### src/rtl/vga_timing_pkg.sv
// Shared constants and types for the VGA raster timing generator.
// The defaults describe 800x600 @ 60 Hz with a 40 MHz pixel clock.
package vga_timing_pkg;

    typedef logic [10:0] coord_t;

    localparam int COORD_MAX = 2047;

    localparam int DEF_H_VISIBLE = 800;
    localparam int DEF_H_FRONT   = 40;
    localparam int DEF_H_SYNC    = 128;
    localparam int DEF_H_BACK    = 88;

    localparam int DEF_V_VISIBLE = 600;
    localparam int DEF_V_FRONT   = 1;
    localparam int DEF_V_SYNC    = 4;
    localparam int DEF_V_BACK    = 23;

    function automatic int axis_total(input int visible, input int front,
                                      input int sync, input int back);
        return visible + front + sync + back;
    endfunction

    localparam int H_TOTAL      = axis_total(DEF_H_VISIBLE, DEF_H_FRONT, DEF_H_SYNC, DEF_H_BACK);
    localparam int V_TOTAL      = axis_total(DEF_V_VISIBLE, DEF_V_FRONT, DEF_V_SYNC, DEF_V_BACK);
    localparam int H_SYNC_START = DEF_H_VISIBLE + DEF_H_FRONT;
    localparam int H_SYNC_END   = H_SYNC_START + DEF_H_SYNC;
    localparam int V_SYNC_START = DEF_V_VISIBLE + DEF_V_FRONT;
    localparam int V_SYNC_END   = V_SYNC_START + DEF_V_SYNC;

endpackage

### src/rtl/vga_axis_counter.sv
// One raster axis: wrapping position counter with registered sync and a
// visible flag decoded from the next count, so the parent can register it in step.
module vga_axis_counter
    import vga_timing_pkg::*;
#(
    parameter int   VISIBLE     = DEF_H_VISIBLE,
    parameter int   FRONT       = DEF_H_FRONT,
    parameter int   SYNC        = DEF_H_SYNC,
    parameter int   BACK        = DEF_H_BACK,
    parameter logic SYNC_ACTIVE = 1'b1
) (
    input  logic   clk,
    input  logic   rst,
    input  logic   en,
    output coord_t count,
    output logic   wrap,
    output logic   visible,
    output logic   sync
);

    localparam int     TOTAL      = axis_total(VISIBLE, FRONT, SYNC, BACK);
    localparam coord_t LAST       = coord_t'(TOTAL - 1);
    localparam coord_t VIS_END    = coord_t'(VISIBLE);
    localparam coord_t SYNC_START = coord_t'(VISIBLE + FRONT);
    localparam coord_t SYNC_END   = coord_t'(VISIBLE + FRONT + SYNC);

    generate
        if (TOTAL > COORD_MAX || FRONT == 0 || SYNC == 0 || BACK == 0) begin : g_bad_params
            $error("vga_axis_counter: total exceeds 2047 or a porch/sync width is zero");
        end
    endgenerate

    coord_t count_reg;
    coord_t count_next;
    logic   sync_reg;
    logic   sync_next;

    always_comb begin
        wrap       = en && (count_reg == LAST);
        count_next = count_reg;
        if (en) begin
            count_next = wrap ? '0 : count_reg + coord_t'(1);
        end
        visible   = (count_next < VIS_END);
        sync_next = (count_next >= SYNC_START && count_next < SYNC_END) ? SYNC_ACTIVE : ~SYNC_ACTIVE;
    end

    always_ff @(posedge clk or posedge rst) begin
        if (rst) begin
            count_reg <= '0;
            sync_reg  <= ~SYNC_ACTIVE;
        end else begin
            count_reg <= count_next;
            sync_reg  <= sync_next;
        end
    end

    assign count = count_reg;
    assign sync  = sync_reg;

endmodule

### src/rtl/vga_timing_gen.sv
// Free-running VGA raster timing: horizontal and vertical axis counters plus
// a registered visible-area flag aligned with the pixel coordinates.
module vga_timing_gen
    import vga_timing_pkg::*;
#(
    parameter int   H_VISIBLE    = DEF_H_VISIBLE,
    parameter int   H_FRONT      = DEF_H_FRONT,
    parameter int   H_SYNC       = DEF_H_SYNC,
    parameter int   H_BACK       = DEF_H_BACK,
    parameter int   V_VISIBLE    = DEF_V_VISIBLE,
    parameter int   V_FRONT      = DEF_V_FRONT,
    parameter int   V_SYNC       = DEF_V_SYNC,
    parameter int   V_BACK       = DEF_V_BACK,
    parameter logic HSYNC_ACTIVE = 1'b1,
    parameter logic VSYNC_ACTIVE = 1'b1
) (
    input  logic   CLK_PIXEL,
    output logic   VGA_HSYNC,
    output logic   VGA_VSYNC,
    output coord_t pixel_x,
    output coord_t pixel_y,
    output logic   on_screen,
    input  logic   RESET
);

    logic h_wrap;
    logic h_visible;
    logic v_visible;
    logic v_wrap_unused;
    logic on_screen_reg;

    vga_axis_counter #(
        .VISIBLE     (H_VISIBLE),
        .FRONT       (H_FRONT),
        .SYNC        (H_SYNC),
        .BACK        (H_BACK),
        .SYNC_ACTIVE (HSYNC_ACTIVE)
    ) u_h_axis (
        .clk     (CLK_PIXEL),
        .rst     (RESET),
        .en      (1'b1),
        .count   (pixel_x),
        .wrap    (h_wrap),
        .visible (h_visible),
        .sync    (VGA_HSYNC)
    );

    // The vertical axis steps on the same edge the horizontal axis wraps.
    vga_axis_counter #(
        .VISIBLE     (V_VISIBLE),
        .FRONT       (V_FRONT),
        .SYNC        (V_SYNC),
        .BACK        (V_BACK),
        .SYNC_ACTIVE (VSYNC_ACTIVE)
    ) u_v_axis (
        .clk     (CLK_PIXEL),
        .rst     (RESET),
        .en      (h_wrap),
        .count   (pixel_y),
        .wrap    (v_wrap_unused),
        .visible (v_visible),
        .sync    (VGA_VSYNC)
    );

    // (0,0) is visible, so the flag resets high.
    always_ff @(posedge CLK_PIXEL or posedge RESET) begin
        if (RESET) begin
            on_screen_reg <= 1'b1;
        end else begin
            on_screen_reg <= h_visible && v_visible;
        end
    end

    assign on_screen = on_screen_reg;

endmodule

### config.mk
export PLATFORM = sky130hd
export DESIGN_NAME = vga_timing_gen
export DESIGN_NICKNAME = d
export VERILOG_FILES = /design/src/rtl/vga_timing_pkg.sv /design/src/rtl/vga_axis_counter.sv /design/src/rtl/vga_timing_gen.sv
export SDC_FILE = /design/constraint.sdc
export NUM_CORES = 1
export LEC_CHECK = 0
export ABC_AREA = 1
export CAP_MARGIN = 40
export CORE_MARGIN = 5
export CORE_UTILIZATION = 35
export CTS_BUF_LIST = sky130_fd_sc_hd__clkbuf_16
export DETAILED_ROUTE_END_ITERATION = 16
export PLACE_DENSITY_LB_ADDON = 0.2
export SYNTH_ARGS = -nofsm -noshare
export SYNTH_HDL_FRONTEND = slang
export SYNTH_SLANG_ARGS = --single-unit
### constraint.sdc
create_clock -name CLK_PIXEL -period 2.29 [get_ports CLK_PIXEL]
set_clock_uncertainty 0.2 [all_clocks]
set_input_delay 0.3435 -clock CLK_PIXEL [delete_from_list [all_inputs] [get_ports CLK_PIXEL]]
set_output_delay 0.3435 -clock CLK_PIXEL [all_outputs]
set_load 0.03 [all_outputs]
; After elaboration in Yosys (flattened, before gate mapping)
; Cells that the tools add are included.
[op_classes]
add_sub_neg = 2
multipliers = 0
div = 0
order_cmp = 6
eq_ne = 2
n_shift = 0
mux = 5
bitwise_logic = 0
reduce_logical = 4
[ops]
columns = operator, n
row1 = "11-bit by 10-bit < comparator with 1-bit output, second input constant", 4
row2 = 11-bit 2-to-1 mux, 3
row3 = "11-bit by 1-bit adder with 11-bit output, second input constant", 2
row4 = "11-bit by 10-bit greater-or-equal comparator with 1-bit output, second input constant", 2
row5 = "11-bit by 10-bit == test with 1-bit output, second input constant", 1
row6 = "11-bit == test, second input constant", 1
row7 = 1-bit logical AND, 4
row8 = 1-bit 2-to-1 mux, 2
[totals]
regBits = 25
latchBits = 0
mem_bits_rw = 0
romBits = 0
in_bits = 2
output_inout_bits = 25
wordCells = 24
memories = 0

; Logic depth before layout (Yosys ltp)
; Gate-level depths: netlist (run 1).
[logic_depth]
word_depth = 7
depth_mapped = 14
depth_no_buf = 14

; Cells and area by module
; A second synthesis (run 1) with hierarchy kept.
[hier_totals]
cells_unflattened = 246
area_unflattened_um2 = 1650.3
[by_module_without_submodules]
columns = mod, instances, cells_per_inst, area_each_um2, seq_area_each_um2
row1 = vga_axis_counter (u_v_axis), 1, 127, 830.8, 300.3
row2 = vga_axis_counter (u_h_axis), 1, 114, 778.2, 300.3
row3 = vga_timing_gen, 1, 5, 41.3, 26.3

; Worst setup path after synthesis (run 1)
; OpenSTA, ideal clock, no wires.
[synth_path]
path_type = flip-flop to flip-flop
start = register u_h_axis.count_reg[0] (netlist: u_h_axis.count[0])
end = register u_v_axis.sync_reg (netlist: u_v_axis.sync)
setup_time_ns = 0.116
arrival_ns = 1.914
t_required_ns = 1.974
setup_slack_ns = 0.061
path_stages_with_launch = 14
path_buffers = 1
period_less_slack_ns = 2.229
cell_sequence = dfrtp_1 ha_1 nand2_2 nor2_4 inv_2 nor2_4 buf_8 nand3_4 a21oi_4 nand2_2 nor2_4 nand3_1 nand2_1 nor2_1
[synth_between]
elab_chain_cells = 7
elab_cells_between_ends = 8
classes_between = order compare (2) / eq/ne (1) / mux (3) / reduce/logical (2)
[synth_rtl]
columns = element, line
row1 = start: declaration, vga_axis_counter.sv:33  ; coord_t count_reg;
row2 = start signal: assignment, vga_axis_counter.sv:53  ; count_reg <= count_next;
row3 = 11-bit == test *, vga_axis_counter.sv:39  ; wrap = en && (count_reg == LAST);
row4 = 1-bit logical AND, vga_axis_counter.sv:39
row5 = 11-bit 2-to-1 mux, vga_axis_counter.sv:42  ; count_next = wrap ? '0 : count_reg + coord_t'(1);
row6 = 11-bit 2-to-1 mux *, vga_axis_counter.sv:41  ; if (en) begin
row7 = net u_v_axis.count_next[4], vga_axis_counter.sv:34  ; coord_t count_next;
row8 = 11-bit by 10-bit greater-or-equal comparator with 1-bit output / 11-bit by 10-bit < comparator with 1-bit output (equally long branches), vga_axis_counter.sv:45  ; sync_next = (count_next >= SYNC_START && count_next < SYNC_END) ? SYNC_ACTIVE : ~SYNC_ACTIVE;
row9 = 1-bit logical AND *, vga_axis_counter.sv:45
row10 = 1-bit 2-to-1 mux *, vga_axis_counter.sv:45
row11 = net u_v_axis.sync_next, vga_axis_counter.sv:36  ; logic sync_next;
row12 = end signal: assignment, vga_axis_counter.sv:51  ; sync_reg <= ~SYNC_ACTIVE;
row13 = end signal: assignment, vga_axis_counter.sv:54  ; sync_reg <= sync_next;
row14 = end: declaration, vga_axis_counter.sv:35  ; logic sync_reg;
; The timed path passes the listed nets; every way through them passes the cells marked *.

; Worst setup path after layout (run 1)
[layout_path]
start = register u_h_axis.count_reg[0] (netlist: u_h_axis.count[0])
end = register u_h_axis.sync_reg (netlist: u_h_axis.sync)
[layout_between]
elab_chain_cells = 5
elab_cells_between_ends = 7
classes_between = add/sub (1) / order compare (2) / eq/ne (1) / mux (2) / reduce/logical (1)
[layout_rtl]
columns = element, line
row1 = 11-bit by 1-bit adder with 11-bit output / 11-bit == test (equally long branches), "vga_axis_counter.sv:42, vga_axis_counter.sv:39"
row2 = 11-bit 2-to-1 mux *, vga_axis_counter.sv:42
row3 = net u_h_axis.count_next[5], vga_axis_counter.sv:34
row4 = 11-bit by 10-bit greater-or-equal comparator with 1-bit output / 11-bit by 10-bit < comparator with 1-bit output (equally long branches), vga_axis_counter.sv:45
row5 = 1-bit logical AND *, vga_axis_counter.sv:45
row6 = 1-bit 2-to-1 mux *, vga_axis_counter.sv:45
row7 = net u_h_axis.sync_next, vga_axis_counter.sv:36
row8 = end signal: assignment, vga_axis_counter.sv:51
row9 = end signal: assignment, vga_axis_counter.sv:54
row10 = end: declaration, vga_axis_counter.sv:35
; Marks and branches as above.

==> impl_metrics.csv, run 1 <==
group,metric,value,unit
sta,drv_slew,0,
floorplanning,row_count,24,
pwr,powerDensity,410,mW/mm²
clocking,clkSlewWorstSetupHoldPaths,0.07,ns
pwr,combPwrFrac,1.4,%
synthesis,yosys_warnings,0,
clocking,insertion_delay,0.26,ns
global_routing,antenna_found_initial,0,
pwr,power.leakage,0.983,nW
sta,hold_slack,0.239,ns
detailed_routing,wire_per_inst,12.9,µm
floorplanning,fp.dieW,77.4,µm
pwr,power_switching,0.000181,W
global_routing,grt_first_pass_wirelength,6710,µm
sta,slew_headroom,74.6,%
pwr,ir_drop,0.222,mV
detailed_routing,drtAntennaViolNets,0,
clocking,cts.sinks,25,
final_layout,mostFrequentLayoutCells,"nand2_1 (60), inv_1 (35), nor2_1 (27)",
sta,hold_viol,0,
detailed_routing,wl,4110,µm
synthesis,netlist_area,0.00159,mm²
synthesis,postSynthAreaPerCell,7.07,µm²
final_layout,instances_no_fill,319,
synthesis,synth_top_area_share,37.8,%
job,max_cap_violations,0,
synthesis,synth-seq-cells,25,
placed_design,portBuffers,26,
final_layout,antenna_cells,0,
floorplanning,core,0.00438,mm²
synthesis,synth_area_leader_cell,"dfrtp_1",
final_layout,mostFrequentLayoutCell,"nand2_1",
min_path,hold_class,"input pin to async pin",
final_layout,finish.net_count,272,
floorplanning,die_area,0.00599,mm²
placed_design,dp_hpwl,3070,µm
sta,finalSetupViolCount,0,
placed_design,dp.cells,309,
detailed_routing,first_iter_violations,116,
worst_setup_path,cp-start-kind,"flip-flop",
sta,period_minus_slack,2.09,ns
clocking,cts_hold_buffers,0,
sta,rsz0062_at_grt,"false",
sta,finalCritPeriodShare,91.4,%
floorplanning,initial_core_util,36.3,%
detailed_routing,vias,1523,
worst_setup_path,endpoint_kind,"flip-flop",
floorplanning,io_pins,27,
global_routing,grt_max_degree,26,
pwr,power_frac_clock,47.5,%
clocking,clk_path_buf_depth,2,
synthesis,ys_seq_area_share,39.4,%
clocking,cts_htree_levels,1,
sta,finalSetupTns,0,ns
pwr,power_frac_seq,51.1,%
floorplanning,die_y,77.4,µm
final_layout,syn2layout_area_growth,32.4,%
outcome,outcome,"completed",
global_routing,grt_usage,13.6,%
worst_setup_path,critPathArrivalTime,2.05,ns
detailed_routing,drtPass1Iterations,4,
sta,fmax,478,MHz
global_routing,grt_pass1_vias,1426,
pwr,p_int,0.000682,W
clocking,cts_inserted_buffers,3,
detailed_routing,vias_per_cell,4.77,
worst_setup_path,crit_fanout,4,
clocking,root_buffer,"clkbuf_16",
synthesis,synthDistinctLibCells,25,
placed_design,gp_congestion,0.899,
sta,worst_pin_slew,0.378,ns
pwr,switching_share,21.0,%
worst_setup_path,critPathKind,"flip-flop to flip-flop",
worst_setup_path,cp_data_required_time,2.25,ns
global_routing,grt_overflow,0,
synthesis,synthTopCellsByArea,"dfrtp_1 (38%), nand2_1 (14%), inv_1 (8.3%)",
final_layout,drive_gt1_share,14.2,%
detailed_routing,drc,0,
synthesis,synth_nets,229,
synthesis,synthCells,225,
clocking,cts_tree,"done",
path summary, 6_finish.rpt:
kind	from	to	depth (start not counted)	slack, ns
max reg2reg	u_h_axis.count[0]$_DFF_PP0_	u_h_axis.sync$_DFF_PP0_	13	0.20
min reg2reg	u_h_axis.count[0]$_DFF_PP0_	u_h_axis.count[0]$_DFF_PP0_	2	0.35
max in group asynchronous	RESET	on_screen$_DFF_PP1_	3	1.36
min	RESET	u_v_axis.count[5]$_DFF_PP0_	3	0.24
max	u_h_axis.count[0]$_DFF_PP0_	u_h_axis.sync$_DFF_PP0_	13	0.20
min in group CLK_PIXEL	u_h_axis.count[0]$_DFF_PP0_	u_h_axis.count[0]$_DFF_PP0_	2	0.35
routing by layer:
metal,track usage [%],up-vias,share of wire [%]
met4,4.64,0,1.2
met2,20.6,30,46
li1,-,801,-
met3,1.85,4,4.8
met5,0,-,0
met1,19.9,688,48
synth_stat cells (all sizes together):
cell type	count
a21oi	1
o21ai	13
a31oi	1
xnor2	1
nand3	24
buf	1
ha	2
dfrtp	24
nand2	64
nand3b	3
o21a	1
o21bai	2
dfstp	1
nand4	6
nor2	34
nor3	9
xor2	2
inv	36
power groups by stage:
stage | clock (W) | combinational, W | sequential (W)
5_1_grt | 0.000435 | 0.0000142 | 0.000441
6_report | 0.000409 | 0.0000119 | 0.000441
2_1_floorplan | 0 | 0.00000655 | 0.000450
3_3_place_gp | 0 | 0.0000126 | 0.000450
3_5_place_dp | 0 | 0.0000130 | 0.000450
4_1_cts | 0.000422 | 0.0000130 | 0.000441
cell type report:
| cell class | instances | area [µm²] |
|---|---|---|
| clock inverter | 1 | 7.51 |
| timing repair buffer | 38 | 350 |
| fill | 442 | 2280 |
| sequential | 25 | 627 |
| inverter | 36 | 135 |
| clock buffer | 3 | 75.1 |
| multi-input combinational | 164 | 846 |
| tap | 52 | 65.1 |
kinds of logic (layout without fill, tap and decap cells):
group,Yosys count,after routing,share of synthesized area (%)
AOI/OAI and AO/OA,18,18,7.16
buffers and inverters,37,78,9.44
xor gates and xnor gates,3,3,1.65
and+or+nand+nor,140,141,40.8
adders and majority gates,2,2,1.57
DFF,25,25,39.4
what timing repair did:
action                                 in CTS  in global routing
setup buffers                               0                  5
setup endpoints to repair                   0                  2
resized for setup                           0                  9
endpoints found under the hold margin       0                  0
through the flow:
stage / setup slack [ns] / utilization [%] / power, W / instance area, µm²
2_1_floorplan: 0.0607 / - / 0.000456 / 1590
3_3_place_gp: 0.0938 / 44.5 / 0.000462 / 1950
3_5_place_dp: 0.0572 / 44.5 / 0.000463 / 1950
4_1_cts: 0.0250 / 46.4 / 0.000876 / 2040
5_1_grt: 0.0178 / 48.0 / 0.000890 / 2110
6_report: 0.198 / 48.0 / 0.000863 / 2110
worst max-delay path, cell delays in order, from the launching register on:
cell      delay (ns)
dfrtp_1         0.40
ha_2            0.20
nand2_2         0.10
nor2_4          0.06
inv_2           0.10
nor2_2          0.08
buf_4           0.14
buf_4           0.14
nor3_2          0.23
inv_1           0.09
nand2_1         0.09
nand2_1         0.05
nand3b_1        0.07
nand2_1         0.05
Power figures use the tool's default switching activity.
==> inputs of run 2 (changes only) <==
- CAP_MARGIN: 40 -> 20
- clock period: 2.29 -> 1.8 ns (I/O delays scaled with it)
==> run 2 against run 1 <==
Compared with the run above:
- the flow now finishes with violations (setup timing)
- global-route usage is 1.8 points higher
- sequential power is 27% higher
- clock power is 23% higher
- count of clock-buffer cells in the layout stayed put
- core utilization is 14 points higher
- sequential cell count stayed put
- total power is 25% higher
- cell area is 30% higher
- critical path depth is 1 higher
- cell count is 17% higher
- register-to-register slack worse by 0.44 ns
- fmax is 2.6% higher
- critical path type unchanged
==> impl_metrics.csv, run 2 (synthesized netlist as in run 1, its figures left out) <==
group,metric,value,unit
job,max_cap_violations,0,
pwr,switching_share,20.0,%
final_layout,fin_util,62.4,%
pwr,power_frac_seq,51.9,%
sta,hold_viol,0,
worst_setup_path,critPathKind,"flip-flop to flip-flop",
detailed_routing,drc,0,
floorplanning,fp.dieW,77.4,µm
final_layout,mostFrequentLayoutCell,"buf_4",
pwr,power.leakage,1.38,nW
detailed_routing,vias_per_cell,4.78,
floorplanning,die_y,77.4,µm
sta,period_minus_slack,2.04,ns
pwr,power_switching,0.000216,W
final_layout,syn2layout_area_growth,71.9,%
worst_setup_path,cp-start-kind,"flip-flop",
sta,worst_pin_slew,0.343,ns
detailed_routing,drtAntennaViolNets,0,
clocking,insertion_delay,0.26,ns
pwr,ir_drop,0.278,mV
final_layout,antenna_cells,0,
placed_design,place_ws,-0.297,ns
clocking,clkSlewWorstSetupHoldPaths,0.07,ns
worst_setup_path,endpoint_kind,"flip-flop",
placed_design,placedInstanceArea,0.00238,mm²
clocking,cts.sinks,25,
outcome,violations,"setup timing",
floorplanning,row_count,24,
clocking,cts_inserted_buffers,3,
pwr,power_frac_clock,46.6,%
global_routing,grt_usage,15.4,%
floorplanning,initial_core_util,36.3,%
sta,rsz0062_at_grt,"true",
min_path,hold_class,"input pin to async pin",
sta,slew_headroom,76.9,%
sta,finalSetupViolCount,4,
detailed_routing,vias,1788,
detailed_routing,drtPass1Iterations,4,
final_layout,design_area,0.00273,mm²
placed_design,portBuffers,26,
floorplanning,io_pins,27,
worst_setup_path,cp_data_required_time,1.76,ns
worst_setup_path,critPathArrivalTime,1.99,ns
global_routing,grt_pass1_vias,1734,
clocking,cts_tree,"done",
detailed_routing,wl,4790,µm
detailed_routing,first_iter_violations,83,
clocking,cts_htree_levels,1,
sta,fmax,490,MHz
sta,setup_slack,-0.239,ns
placed_design,dp_hpwl,3480,µm
pwr,total_power,0.00108,W
detailed_routing,wire_per_inst,12.8,µm
floorplanning,core,0.00438,mm²
floorplanning,die_area,0.00599,mm²
global_routing,grt_max_degree,26,
final_layout,finish.net_count,327,
clocking,clk_path_buf_depth,2,
pwr,p_int,0.000865,W
clocking,root_buffer,"clkbuf_16",
sta,drv_slew,0,
final_layout,drive_gt1_share,43.8,%
global_routing,antenna_found_initial,0,
placed_design,gp_congestion,0.841,
pwr,combPwrFrac,1.4,%
outcome,outcome,"finished, violations left",
pwr,powerDensity,395,mW/mm²
final_layout,mostFrequentLayoutCells,"buf_4 (62), nand2_1 (48), inv_1 (29)",
global_routing,grt_overflow,0,
worst_setup_path,crit_fanout,6,
sta,finalCritPeriodShare,113,%
global_routing,grt_first_pass_wirelength,7670,µm
run 2: cell type report:
cell class,count,area [µm²]
clock buffer,3,75.1
fill,392,1650
sequential,25,637
timing repair buffer,93,753
clock inverter,1,5.00
tap,52,65.1
inverter,36,138
multi-input combinational,164,1060
run 2: power groups by stage:
stage	clock network (W)	registers [W]	logic (W)
after floorplan	0	0.000572	0.00000832
after global placement	0	0.000572	0.0000160
after detailed placement	0	0.000572	0.0000163
after CTS	0.000513	0.000561	0.0000163
after global routing	0.000535	0.000561	0.0000177
final	0.000504	0.000562	0.0000152
run 2: worst paths after layout:
check                                             from                          end  slack, ns  cells after the start
hold reg to reg            u_h_axis.count[0]$_DFF_PP0_  u_h_axis.count[0]$_DFF_PP0_       0.39                      2
max in group asynchronous                        RESET          on_screen$_DFF_PP1_       0.92                      3
hold / removal                                   RESET  u_h_axis.count[0]$_DFF_PP0_       0.18                      3
setup / recovery           u_h_axis.count[0]$_DFF_PP0_      u_v_axis.sync$_DFF_PP0_      -0.24                     14
min in group CLK_PIXEL     u_h_axis.count[0]$_DFF_PP0_  u_h_axis.count[0]$_DFF_PP0_       0.39                      2
setup reg to reg           u_h_axis.count[0]$_DFF_PP0_      u_v_axis.sync$_DFF_PP0_      -0.24                     14
run 2: worst max-delay path, cell delays in order (launching register included):
cell and delay [ns]:
dfrtp_2 0.39, ha_4 0.15, nand2_4 0.05, nor2_4 0.15, inv_4 0.07, nor2_4 0.20
nand2_2 0.11, nand2_2 0.07, nand2_2 0.07, nor2_4 0.12, inv_2 0.06, nor2_4 0.12
nand3_2 0.07, nand2_1 0.06, nor2_1 0.03
run 2: timing repair:
action / 4_1_cts / 5_1_grt
pin swaps: 2 / 30
hold buffers: 0 / 0
cloned: 1 / 0
gates resized for setup: 29 / 59
setup endpoints to repair: 32 / 10
buffers inserted: 2 / 9
run 2: metal layers:
layer | vias up | GRT usage (%) | wire, µm
met5 | - | 0 | 0
met1 | 842 | 19.3 | 2070
met2 | 32 | 27.9 | 2490
li1 | 910 | - | -
met3 | 4 | 2.78 | 188
met4 | 0 | 2.75 | 48
run 2: through the flow:
step / hold slack, ns / std cells / setup TNS [ns]
2_1_floorplan: 0.0960 / 225 / -0.308
3_3_place_gp: 0.363 / 359 / -0.862
3_5_place_dp: 0.368 / 359 / -0.903
4_1_cts: 0.209 / 366 / -0.597
5_1_grt: 0.228 / 374 / -1.50
6_report: 0.182 / 374 / -0.683
==> inputs of run 3 (changes only) <==
- MAX_ROUTING_LAYER: unset -> met4
==> run 3 against run 2 <==
Compared with the run above:
- the flow still finishes with violations (setup timing)
- sequential cell count stayed put
- cell count unchanged
- count of clock-buffer cells in the layout did not move
- global-route usage up 0.44 points
- cell area unchanged
- sequential power hardly changed
- first-iteration DRC count fell by 6.0%
- combinational power barely moved
- sequential share of layout area stayed put
- critical path type unchanged
==> impl_metrics.csv, run 3 (synthesized netlist as in run 1, its figures left out) <==
group,metric,value,unit
outcome,outcome,"finished, violations left",
outcome,violations,"setup timing",
worst_setup_path,critPathKind,"flip-flop to flip-flop",
pwr,power_switching,0.000217,W
placed_design,place_ws,-0.297,ns
pwr,power_frac_seq,51.9,%
clocking,cts_inserted_buffers,3,
floorplanning,row_count,24,
final_layout,mostFrequentLayoutCells,"buf_4 (62), nand2_1 (48), inv_1 (29)",
clocking,clkSlewWorstSetupHoldPaths,0.07,ns
pwr,p_int,0.000865,W
pwr,power.leakage,1.38,nW
floorplanning,io_pins,27,
worst_setup_path,endpoint_kind,"flip-flop",
worst_setup_path,critPathArrivalTime,2.00,ns
sta,setup_slack,-0.240,ns
detailed_routing,vias,1793,
detailed_routing,drtAntennaViolNets,0,
detailed_routing,vias_per_cell,4.79,
clocking,insertion_delay,0.26,ns
worst_setup_path,cp_data_required_time,1.76,ns
detailed_routing,wl,4780,µm
detailed_routing,wire_per_inst,12.8,µm
floorplanning,core,0.00438,mm²
placed_design,dp_hpwl,3480,µm
floorplanning,initial_core_util,36.3,%
final_layout,finish.net_count,327,
clocking,cts.sinks,25,
pwr,switching_share,20.1,%
clocking,root_buffer,"clkbuf_16",
clocking,clk_path_buf_depth,2,
clocking,cts_htree_levels,1,
sta,rsz0062_at_grt,"true",
final_layout,drive_gt1_share,43.8,%
sta,slew_headroom,76.9,%
final_layout,syn2layout_area_growth,71.9,%
placed_design,portBuffers,26,
global_routing,grt_overflow,0,
placed_design,gp_congestion,0.854,
placed_design,placedInstanceArea,0.00238,mm²
final_layout,antenna_cells,0,
sta,worst_pin_slew,0.343,ns
pwr,power_frac_clock,46.7,%
sta,finalSetupViolCount,4,
pwr,ir_drop,0.278,mV
sta,finalCritPeriodShare,113,%
global_routing,grt_max_degree,26,
clocking,cts_tree,"done",
pwr,total_power,0.00108,W
detailed_routing,drc,0,
pwr,combPwrFrac,1.4,%
detailed_routing,first_iter_violations,78,
global_routing,grt_usage,15.9,%
final_layout,mostFrequentLayoutCell,"buf_4",
sta,finalSetupTns,-0.682,ns
sta,period_minus_slack,2.04,ns
detailed_routing,drtPass1Iterations,4,
floorplanning,die_y,77.4,µm
sta,drv_slew,0,
global_routing,grt_pass1_vias,1738,
min_path,hold_class,"input pin to async pin",
pwr,powerDensity,396,mW/mm²
global_routing,grt_first_pass_wirelength,7650,µm
floorplanning,fp.dieW,77.4,µm
sta,fmax,490,MHz
floorplanning,die_area,0.00599,mm²
sta,hold_viol,0,
worst_setup_path,crit_fanout,6,
job,max_cap_violations,0,
global_routing,antenna_found_initial,0,
worst_setup_path,cp-start-kind,"flip-flop",
final_layout,design_area,0.00273,mm²
==> run 3: stage by stage <==
stage / hold slack [ns] / cells / util, %
after floorplan: 0.0960 / 225 / -
after global placement: 0.363 / 359 / 54.3
after detailed placement: 0.368 / 359 / 54.3
after CTS: 0.209 / 366 / 56.3
after global routing: 0.228 / 374 / 62.4
final: 0.181 / 374 / 62.4
==> run 3: layout make-up <==
type | count | area [µm²]
fill | 392 | 1650
multi-input combinational | 164 | 1060
timing repair buffer | 93 | 753
sequential | 25 | 637
inverter | 36 | 138
clock buffer | 3 | 75.1
tap | 52 | 65.1
clock inverter | 1 | 5.00
==> run 3: path summary, 6_finish.rpt <==
kind,start,endpoint,slack [ns],cells after the start
max in group asynchronous,RESET,on_screen$_DFF_PP1_,0.91,3
min in group CLK_PIXEL,u_h_axis.count[0]$_DFF_PP0_,u_h_axis.count[0]$_DFF_PP0_,0.39,2
min reg2reg,u_h_axis.count[0]$_DFF_PP0_,u_h_axis.count[0]$_DFF_PP0_,0.39,2
max,u_h_axis.count[0]$_DFF_PP0_,u_v_axis.sync$_DFF_PP0_,-0.24,14
max reg2reg,u_h_axis.count[0]$_DFF_PP0_,u_v_axis.sync$_DFF_PP0_,-0.24,14
min,RESET,u_h_axis.count[0]$_DFF_PP0_,0.18,3
==> run 3: repair_timing <==
item	CTS	global route
pin swaps	2	30
setup endpoints to repair	32	10
gates resized for setup	29	59
setup buffers	2	9
hold buffers	0	0
gates cloned	1	0
==> run 3: routing by layer <==
metal	global-route usage, %	part of all wire, %	up-vias
met5	-	0	-
met2	28.0	52	32
met1	19.3	43	846
met4	2.75	1.0	0
met3	2.55	3.6	4
li1	-	-	911
==> run 3: critical path, cell delays in order, from the launching register on <==
cell and delay, ns:
dfrtp_2 0.39, ha_4 0.15, nand2_4 0.05, nor2_4 0.15, inv_4 0.07, nor2_4 0.20
nand2_2 0.11, nand2_2 0.08, nand2_2 0.07, nor2_4 0.12, inv_2 0.06, nor2_4 0.12
nand3_2 0.07, nand2_1 0.06, nor2_1 0.03
==> run 3: power groups by stage <==
stage	clock network, W	registers (W)	logic, W
6_report	0.000505	0.000562	0.0000153
5_1_grt	0.000535	0.000561	0.0000177
4_1_cts	0.000513	0.000561	0.0000163
3_5_place_dp	0	0.000572	0.0000163
3_3_place_gp	0	0.000572	0.0000160
2_1_floorplan	0	0.000572	0.00000832
